**config.mk**
```make
export PLATFORM = sky130hd
export DESIGN_NAME = shared_bus_arbiter
export DESIGN_NICKNAME = d
export VERILOG_FILES = /design/src/rtl/shared_bus_arb_pkg.sv /design/src/rtl/shared_bus_arbiter_rr_pick.sv /design/src/rtl/shared_bus_arbiter.sv
export SDC_FILE = /design/constraint.sdc
export NUM_CORES = 1
export LEC_CHECK = 0
export CAP_MARGIN = 20
export CORE_MARGIN = 1.5
export CORE_UTILIZATION = 38
export DETAILED_ROUTE_END_ITERATION = 8
export PLACE_DENSITY = 0.82
export SETUP_SLACK_MARGIN = 0.3
export SYNTH_ARGS = -nofsm -noshare
export SYNTH_HDL_FRONTEND = slang
export SYNTH_SLANG_ARGS = --single-unit
```
**constraint.sdc**
```tcl
create_clock -name clk -period 2 [get_ports clk]
set_input_delay 0.4 -clock clk [delete_from_list [all_inputs] [get_ports clk]]
set_output_delay 0.4 -clock clk [all_outputs]
set_load 0.01 [all_outputs]
```
**src/rtl/shared_bus_arb_pkg.sv**
```systemverilog
// Shared types and helpers for the round-robin shared-bus arbiter.
package shared_bus_arb_pkg;

  typedef enum logic [1:0] {IDLE, OWN, TURN} arb_state_t;

  // Owner index width: at least one bit, even for a single requester.
  function automatic int unsigned owner_w(input int unsigned n);
    return (n > 1) ? unsigned'($clog2(n)) : 1;
  endfunction

endpackage

```
**src/rtl/shared_bus_arbiter_rr_pick.sv**
```systemverilog
// Combinational wrapping first-set search starting at rr_ptr.
module rr_pick
  import shared_bus_arb_pkg::*;
#(
  parameter int unsigned NREQ = 4,
  localparam int unsigned OW = owner_w(NREQ)
) (
  input  logic [NREQ-1:0] req,
  input  logic [OW-1:0]   rr_ptr,
  output logic            found,
  output logic [OW-1:0]   idx
);

  always_comb begin
    int unsigned j;
    logic [OW-1:0] cand;
    found = 1'b0;
    idx   = '0;
    j     = 0;
    cand  = '0;
    for (int unsigned i = 0; i < NREQ; i++) begin
      j    = (32'(rr_ptr) + i) % NREQ;
      cand = OW'(j);
      if (!found && req[cand]) begin
        found = 1'b1;
        idx   = cand;
      end
    end
  end

endmodule

```
**src/rtl/shared_bus_arbiter.sv**
```systemverilog
// Round-robin owner arbiter for a shared bus with a one-cycle turnaround.
// Optional forced release after MAX_HOLD cycles: define SHARED_BUS_HOLD_TIMEOUT_EN.
module shared_bus_arbiter
  import shared_bus_arb_pkg::*;
#(
  parameter int unsigned NREQ     = 4,
  parameter int unsigned DW       = 32,
  parameter int unsigned MAX_HOLD = 8,
  localparam int unsigned OW = owner_w(NREQ)
) (
  input  logic               clk,
  input  logic               reset,
  input  logic [NREQ-1:0]    req,
  input  logic [NREQ-1:0]    last,
  input  logic [NREQ*DW-1:0] wdata,
  output logic [NREQ-1:0]    gnt,
  output logic               bus_valid,
  output logic [DW-1:0]      bus_data,
  output logic [OW-1:0]      bus_owner
);

  arb_state_t      state, state_n;
  logic [NREQ-1:0] gnt_n;
  logic            valid_n;
  logic [DW-1:0]   data_n;
  logic [OW-1:0]   owner_n;
  logic [OW-1:0]   rr_ptr, ptr_n;
  logic            pick_found;
  logic [OW-1:0]   pick_idx;
  logic [DW-1:0]   owner_data;
  logic            release_c;

`ifdef SHARED_BUS_HOLD_TIMEOUT_EN
  localparam int unsigned HW = owner_w(MAX_HOLD);
  logic [HW-1:0] hold_cnt, hold_n;
`endif

  rr_pick #(.NREQ(NREQ)) u_rr_pick (
    .req    (req),
    .rr_ptr (rr_ptr),
    .found  (pick_found),
    .idx    (pick_idx)
  );

  // Owner's data lane; constant part-selects keep the mux lint-clean.
  always_comb begin
    owner_data = '0;
    for (int unsigned i = 0; i < NREQ; i++) begin
      if (OW'(i) == bus_owner) owner_data = wdata[i*DW +: DW];
    end
  end

  always_comb begin
    state_n   = state;
    gnt_n     = gnt;
    valid_n   = 1'b0;
    data_n    = bus_data;
    owner_n   = bus_owner;
    ptr_n     = rr_ptr;
    release_c = 1'b0;
`ifdef SHARED_BUS_HOLD_TIMEOUT_EN
    hold_n    = hold_cnt;
`endif
    case (state)
      IDLE, TURN: begin
        if (pick_found) begin
          state_n = OWN;
          gnt_n   = NREQ'(1) << pick_idx;
          owner_n = pick_idx;
`ifdef SHARED_BUS_HOLD_TIMEOUT_EN
          hold_n  = '0;
`endif
        end else begin
          state_n = IDLE;
        end
      end
      OWN: begin
        // The final beat (last or timeout) is still transferred on release.
        data_n    = owner_data;
        valid_n   = req[bus_owner];
        release_c = !req[bus_owner] || last[bus_owner];
`ifdef SHARED_BUS_HOLD_TIMEOUT_EN
        hold_n = hold_cnt + 1'b1;
        if (hold_cnt == HW'(MAX_HOLD - 1)) release_c = 1'b1;
`endif
        if (release_c) begin
          state_n = TURN;
          gnt_n   = '0;
          ptr_n   = (bus_owner == OW'(NREQ - 1)) ? '0 : bus_owner + 1'b1;
        end
      end
      default: begin
        state_n = IDLE;
        gnt_n   = '0;
      end
    endcase
  end

  always_ff @(posedge clk or posedge reset) begin
    if (reset) begin
      state     <= IDLE;
      gnt       <= '0;
      bus_valid <= 1'b0;
      bus_data  <= '0;
      bus_owner <= '0;
      rr_ptr    <= '0;
    end else begin
      state     <= state_n;
      gnt       <= gnt_n;
      bus_valid <= valid_n;
      bus_data  <= data_n;
      bus_owner <= owner_n;
      rr_ptr    <= ptr_n;
    end
  end

`ifdef SHARED_BUS_HOLD_TIMEOUT_EN
  always_ff @(posedge clk or posedge reset) begin
    if (reset) hold_cnt <= '0;
    else       hold_cnt <= hold_n;
  end
`endif

endmodule

```
==> impl_results.md, run 1 <==
* Post-synthesis xor/xnor area fraction at 0%
* Sequential element share of the synthesized area at 37.4%
* CP max stage delay at 0.48 ns
* Longest Clk Path Bufs at 2
* Post-synth top area cell: dfrtp_1
* Synth cell count leaders: 65 x nor2b_1, 43 x dfrtp_1, 35 x a21oi_1, 33 x o21a_1, 33 x o31ai_1
* Syn Inst Count at 311
* Die width at 90.0 um
* Die area at 8100 um2
* Ratio of cells with drive above 1 in the final layout at 11.8%
* Die Y at 90.0 um
* Met3 Routed Length at 788 um
* Status: complete, no violations
* Count leader, synth: nor2b_1
* Max-Slew Margin vs Limit at 77.4%
* Routed length per placed instance at 17.8 um
* Core ar. at 7290 um2
* Max-cap violation count at 0
* Met2 routed WL at 5.36 mm
* Distinct cells, synth at 30
* CP Class: in2reg
* Area grow syn2layout at 77.3%
* F_max at 0.567 GHz
* # setup viols final at 0
* CTS root buf: clkbuf_8
* Synth Area in Adders at 1.74%
* GRT Total Usage at 25.2%
* Delay-heaviest family, CP: multiplexers
* Mux contribution to synthesized area at 2.57%
* Cell Pwr Density at 1390 nW/um2
* Register area at 1080 um2
* Hold crit path type: in2async
* Vias at 3293
* Fin crit period at 1.76 ns
* Hold Buf Count CTS at 0
* Pre-antenna DRT Iters at 4
* Total congestion overflow at 0
* VDD IR-drop max at 689 uV
* CTS buffer count at 5
* Fillers at 588
* Yosys warnings at 0
* Num Clock Sinks at 43
* Final Skew at 0.00374 ns
* I/O pins at 177
* Main area contributors after synthesis: dfrtp_1 37%, nor2b_1 14%, a221oi_1 9.7%
* CTS clk-pin slew, worst paths at 0.08 ns
* Met1 wire length at 4.10 mm
* Largest family of logic cells by synthesized area: compound AO/OA/AOI/OAI gates
* DP Cell Count at 578
* Remaining DRCs at 0
* N_diodes at 0
* Post-DP HPWL at 7.44 mm
* Initial Util at 39.4%
* Clock latency on the worst-skew pair at 0.28 ns
* Crit path DAT at 1.94 ns
* FF+latch count, synth at 43
* Cells along the critical path: clkdlybuf4s50_1 > mux4_2 > nor2b_4 > a22o_4 > a22o_1
* Antenna violations before repair at 0
* Worst Setup End Kind: flip-flop
* Number of DRC markers in iteration 0 at 71
* CP required at 2.17 ns
* Multi-input logic area at 1740 um2
* ANT nets after route at 0
* Post-synth EDFFs at 0
* CTS tree: yes
* Final Wtd Congestion at 0.775
* Fin. Hold Viols at 0
* Top Layer Used: met4
* Post-route insts no fill at 592
* Total power at 7.09 mW
* Largest net degree at the start of global routing at 38
* Num rows at 31
* Share of the synthesized area in the top cell type at 37.4%
* Worst-margin pin slew at 0.336 ns
* Synth Cell Area at 2880 um2
* Mean post-synth cell area at 9.25 um2
* Primary FF master, synth: dfrtp_1
* Worst Setup Start Kind: input port
* PortBufs at 176
* Nets@finish at 634
* Highest fanout seen on the critical path at 4
* Ys async rst share at 100%
* Vias per inst at 5.56
* Number of global-route vias before repair at 3273
* H-tree depth at 2
* Final wirelength at 10.5 mm
* Slew Limit Fails at 0
* RSZ-0062 raised after global routing: true
* Max stage delay cell, worst path: mux4_2
* CP Buf/Inv Count at 1
* Lkg Pwr at 1.99 nW
* First-pass GRT wire length at 16.4 mm
* Synth Area in Compound Gates at 36.3%
* Syn Nets at 453
* Simple-gate share of the synthesized area at 17.0%
* Final period util at 88.1%
==> state kept, by name, indices dropped and copies added (netlist names) <==
| name | cells |
|---|---|
| bus_data | 32 |
| gnt | 4 |
| bus_owner | 2 |
| rr_ptr | 2 |
| state | 2 |
| bus_valid | 1 |
==> stage by stage <==
stage	cell area, um2	worst slack (ns)	setup TNS, ns	util, %	hold slack [ns]
2_1_floorplan	2880	0.268	0	-	0.494
3_3_place_gp	4850	-0.0502	-0.106	66.5	0.473
3_5_place_dp	4850	-0.117	-0.310	66.5	0.479
4_1_cts	5030	0.247	0	69.0	0.310
5_1_grt	5100	0.192	0	69.9	0.305
6_report	5100	0.237	0	69.9	0.317
==> area by class of cell <==
| cell class | count | share of cell area [%] |
|---|---|---|
| clock buffers | 7 | 1.50 |
| clock inverters | 1 | 0.0982 |
| inverters | 5 | 0.368 |
| multi-input cells | 232 | 34.2 |
| flip-flops and latches | 43 | 21.2 |
| well taps | 99 | 2.43 |
| repair buffers | 205 | 40.3 |
==> final timing paths <==
kind                              startpoint           to  slack, ns  cells after the start
worst max-delay path                  req[2]       gnt[3]       0.24                      5
worst min-delay path                   reset       gnt[2]       0.32                      2
worst max register to register  bus_owner[0]       gnt[3]       0.25                      4
max in group asynchronous              reset  bus_data[3]       1.20                      3
worst min register to register   bus_data[4]  bus_data[4]       0.49                      1
min in group clk                 bus_data[4]  bus_data[4]       0.49                      1
==> cells in the final DEF (no fill, tap or decap), types with 4 or more instances in the layout <==
cell type | Yosys | final
nand2_1 | 4 | 4
clkbuf_8 | 0 | 5
a221oi_2 | 0 | 6
o21a_1 | 33 | 33
a221oi_1 | 32 | 25
o31ai_1 | 33 | 33
dfrtp_1 | 43 | 41
clkdlybuf4s50_1 | 0 | 174
buf_4 | 0 | 22
inv_1 | 5 | 4
a21oi_1 | 35 | 35
nor2b_1 | 65 | 65
==> repair_timing <==
action	CTS	global route
pin swaps	4	2
cloned	1	0
resized for setup	10	9
setup endpoints to repair	32	39
setup buffers	4	1
==> kinds of logic after synthesis <==
| group | count (synthesis) |
|---|---|
| AOI/OAI and AO/OA | 144 |
| DFF | 43 |
| buffers and inverters | 36 |
| and+or+nand+nor | 80 |
| adders and majority gates | 4 |
| muxes | 4 |
==> report_power, final <==
| part | internal (mW) | switching [mW] |
|---|---|---|
| sequential | 1.34 | 0.295 |
| combinational | 2.61 | 2.32 |
| clock | 0.246 | 0.286 |
| total | 4.19 | 2.90 |
==> routing by layer <==
metal  global-route usage [%]  vias up
met3                     7.11       20
met5                        0        -
met2                     45.0      148
met4                     7.41        0
met1                     29.4     1589
li1                         -     1536
(Power assumes the default switching activity.)
==> inputs of run 2 (changes only) <==
- CTS_CLUSTER_DIAMETER: not set -> 60
==> results of run 2 <==
No change in the layout: final DEF, timing and power equal those of run 1.
==> variant (settings of run 1) <==
The option `SHARED_BUS_HOLD_TIMEOUT_EN` is turned on by a define.
--- a/src/rtl/shared_bus_arbiter.sv
+++ b/src/rtl/shared_bus_arbiter.sv
@@ -2,2 +2,4 @@
 // Optional forced release after MAX_HOLD cycles: define SHARED_BUS_HOLD_TIMEOUT_EN.
+`define SHARED_BUS_HOLD_TIMEOUT_EN
+
 module shared_bus_arbiter
Function: changed (a bounded check fails within 10 cycles, from zero or initial values and one cycle with reset high).
==> variant against run 1 <==
- synthesized area about the same
- die area about the same
- non-clock buffer count is 6 lower
- sequential cell count is 3 higher
- design area up 2.9%
- worst setup slack gained 0.060 ns
- count of clock-buffer cells in the layout is 2 lower
- routed wire length increased by 7.6%
- total power up 11%
==> variant: results <==
metrics = {
    "power_and_ir_drop": {
        "powerDensity_nw_per_um2": 1500,
        "cellLeakagePower_nw": 2.20,
        "vdd_drop_max_v": 0.000652,
    },
    "logic_synthesis": {
        "ys_types": 38,
        "netlist_instances": 333,
        "synth_fa_ha_area_share_pct": 2.61,
        "synth_seq_area_share_pct": 40.0,
        "synth_compound_area_share_pct": 36.5,
        "synth_commonest_cells": "69 x a21oi_1, 46 x dfrtp_1, 35 x nor2_1",
        "synthMuxAreaShare_pct": 1.74,
        "synth_area_leaders": "dfrtp_1 40%, a21oi_1 12%, a211o_1 9.4%, a221oi_1 9.4%, nor2_1 4.6%",
        "syn_nets": 477,
    },
    "clock_tree": {
        "insertion_delay_ns": 0.30,
        "clkSlewWorstSetupHoldPaths_ns": 0.10,
        "cts_setup_buffers": 2,
    },
    "final_layout": {
        "multi_input_area_um2": 1660,
        "n_all_buffers": 199,
        "reg_top3": "bus_data x32, gnt x4, hold_cnt x3",
        "buf_share_pct": 39.7,
        "n_fill_cell": 584,
        "multi_input_gates": 222,
        "clk_share_pct": 1.79,
        "seq_cells": 46,
        "inverters": 35,
        "drive_gt1_share_pct": 15.3,
    },
    "place": {
        "dp_slack_ns": -0.0269,
        "place_congestion": 0.873,
        "dp_hpwl_um": 7640,
    },
    "setup_path": {
        "cpMaxStageDelayCell": "dfrtp_2",
        "slowest_delay_ns": 0.43,
        "path_max_fanout": 7,
    },
    "global_routing": {
        "grt_max_degree": 66,
        "use_met2_pct": 45.6,
        "use_met1_pct": 27.9,
        "grt_usage_pct": 24.9,
    },
    "routing": {
        "wl_um": 11300,
        "drt_iter0_markers": 114,
        "route.met3.wl_um": 724,
    },
    "outcome": {
        "run_status": "complete, no violations",
    },
    "timing": {
        "slew_headroom_pct": 76.7,
    },
}
variant: changes by cell type after synthesis, sizes merged, moves of 4 or more:
cell,delta
a211o,+31
a21oi,+34
a32o,+4
clkbuf,-4
inv,+30
nand2,+5
nor2,+30
nor2b,-63
o21a,-32
o21ai,+4
o31ai,-32
variant: final timing paths:
kind,startpoint,end,slack [ns],depth (start not counted)
setup / recovery,bus_owner[0]$_DFFE_PP0P_,bus_data[27]$_DFFE_PP0P_,0.30,8
hold / removal,reset,bus_data[1]$_DFFE_PP0P_,0.45,3
setup reg to reg,bus_owner[0]$_DFFE_PP0P_,bus_data[27]$_DFFE_PP0P_,0.30,8
hold reg to reg,bus_data[9]$_DFFE_PP0P_,bus_data[9]$_DFFE_PP0P_,0.50,2
max in group asynchronous,reset,bus_owner[1]$_DFFE_PP0P_,1.32,3
min in group clk,bus_data[9]$_DFFE_PP0P_,bus_data[9]$_DFFE_PP0P_,0.50,2
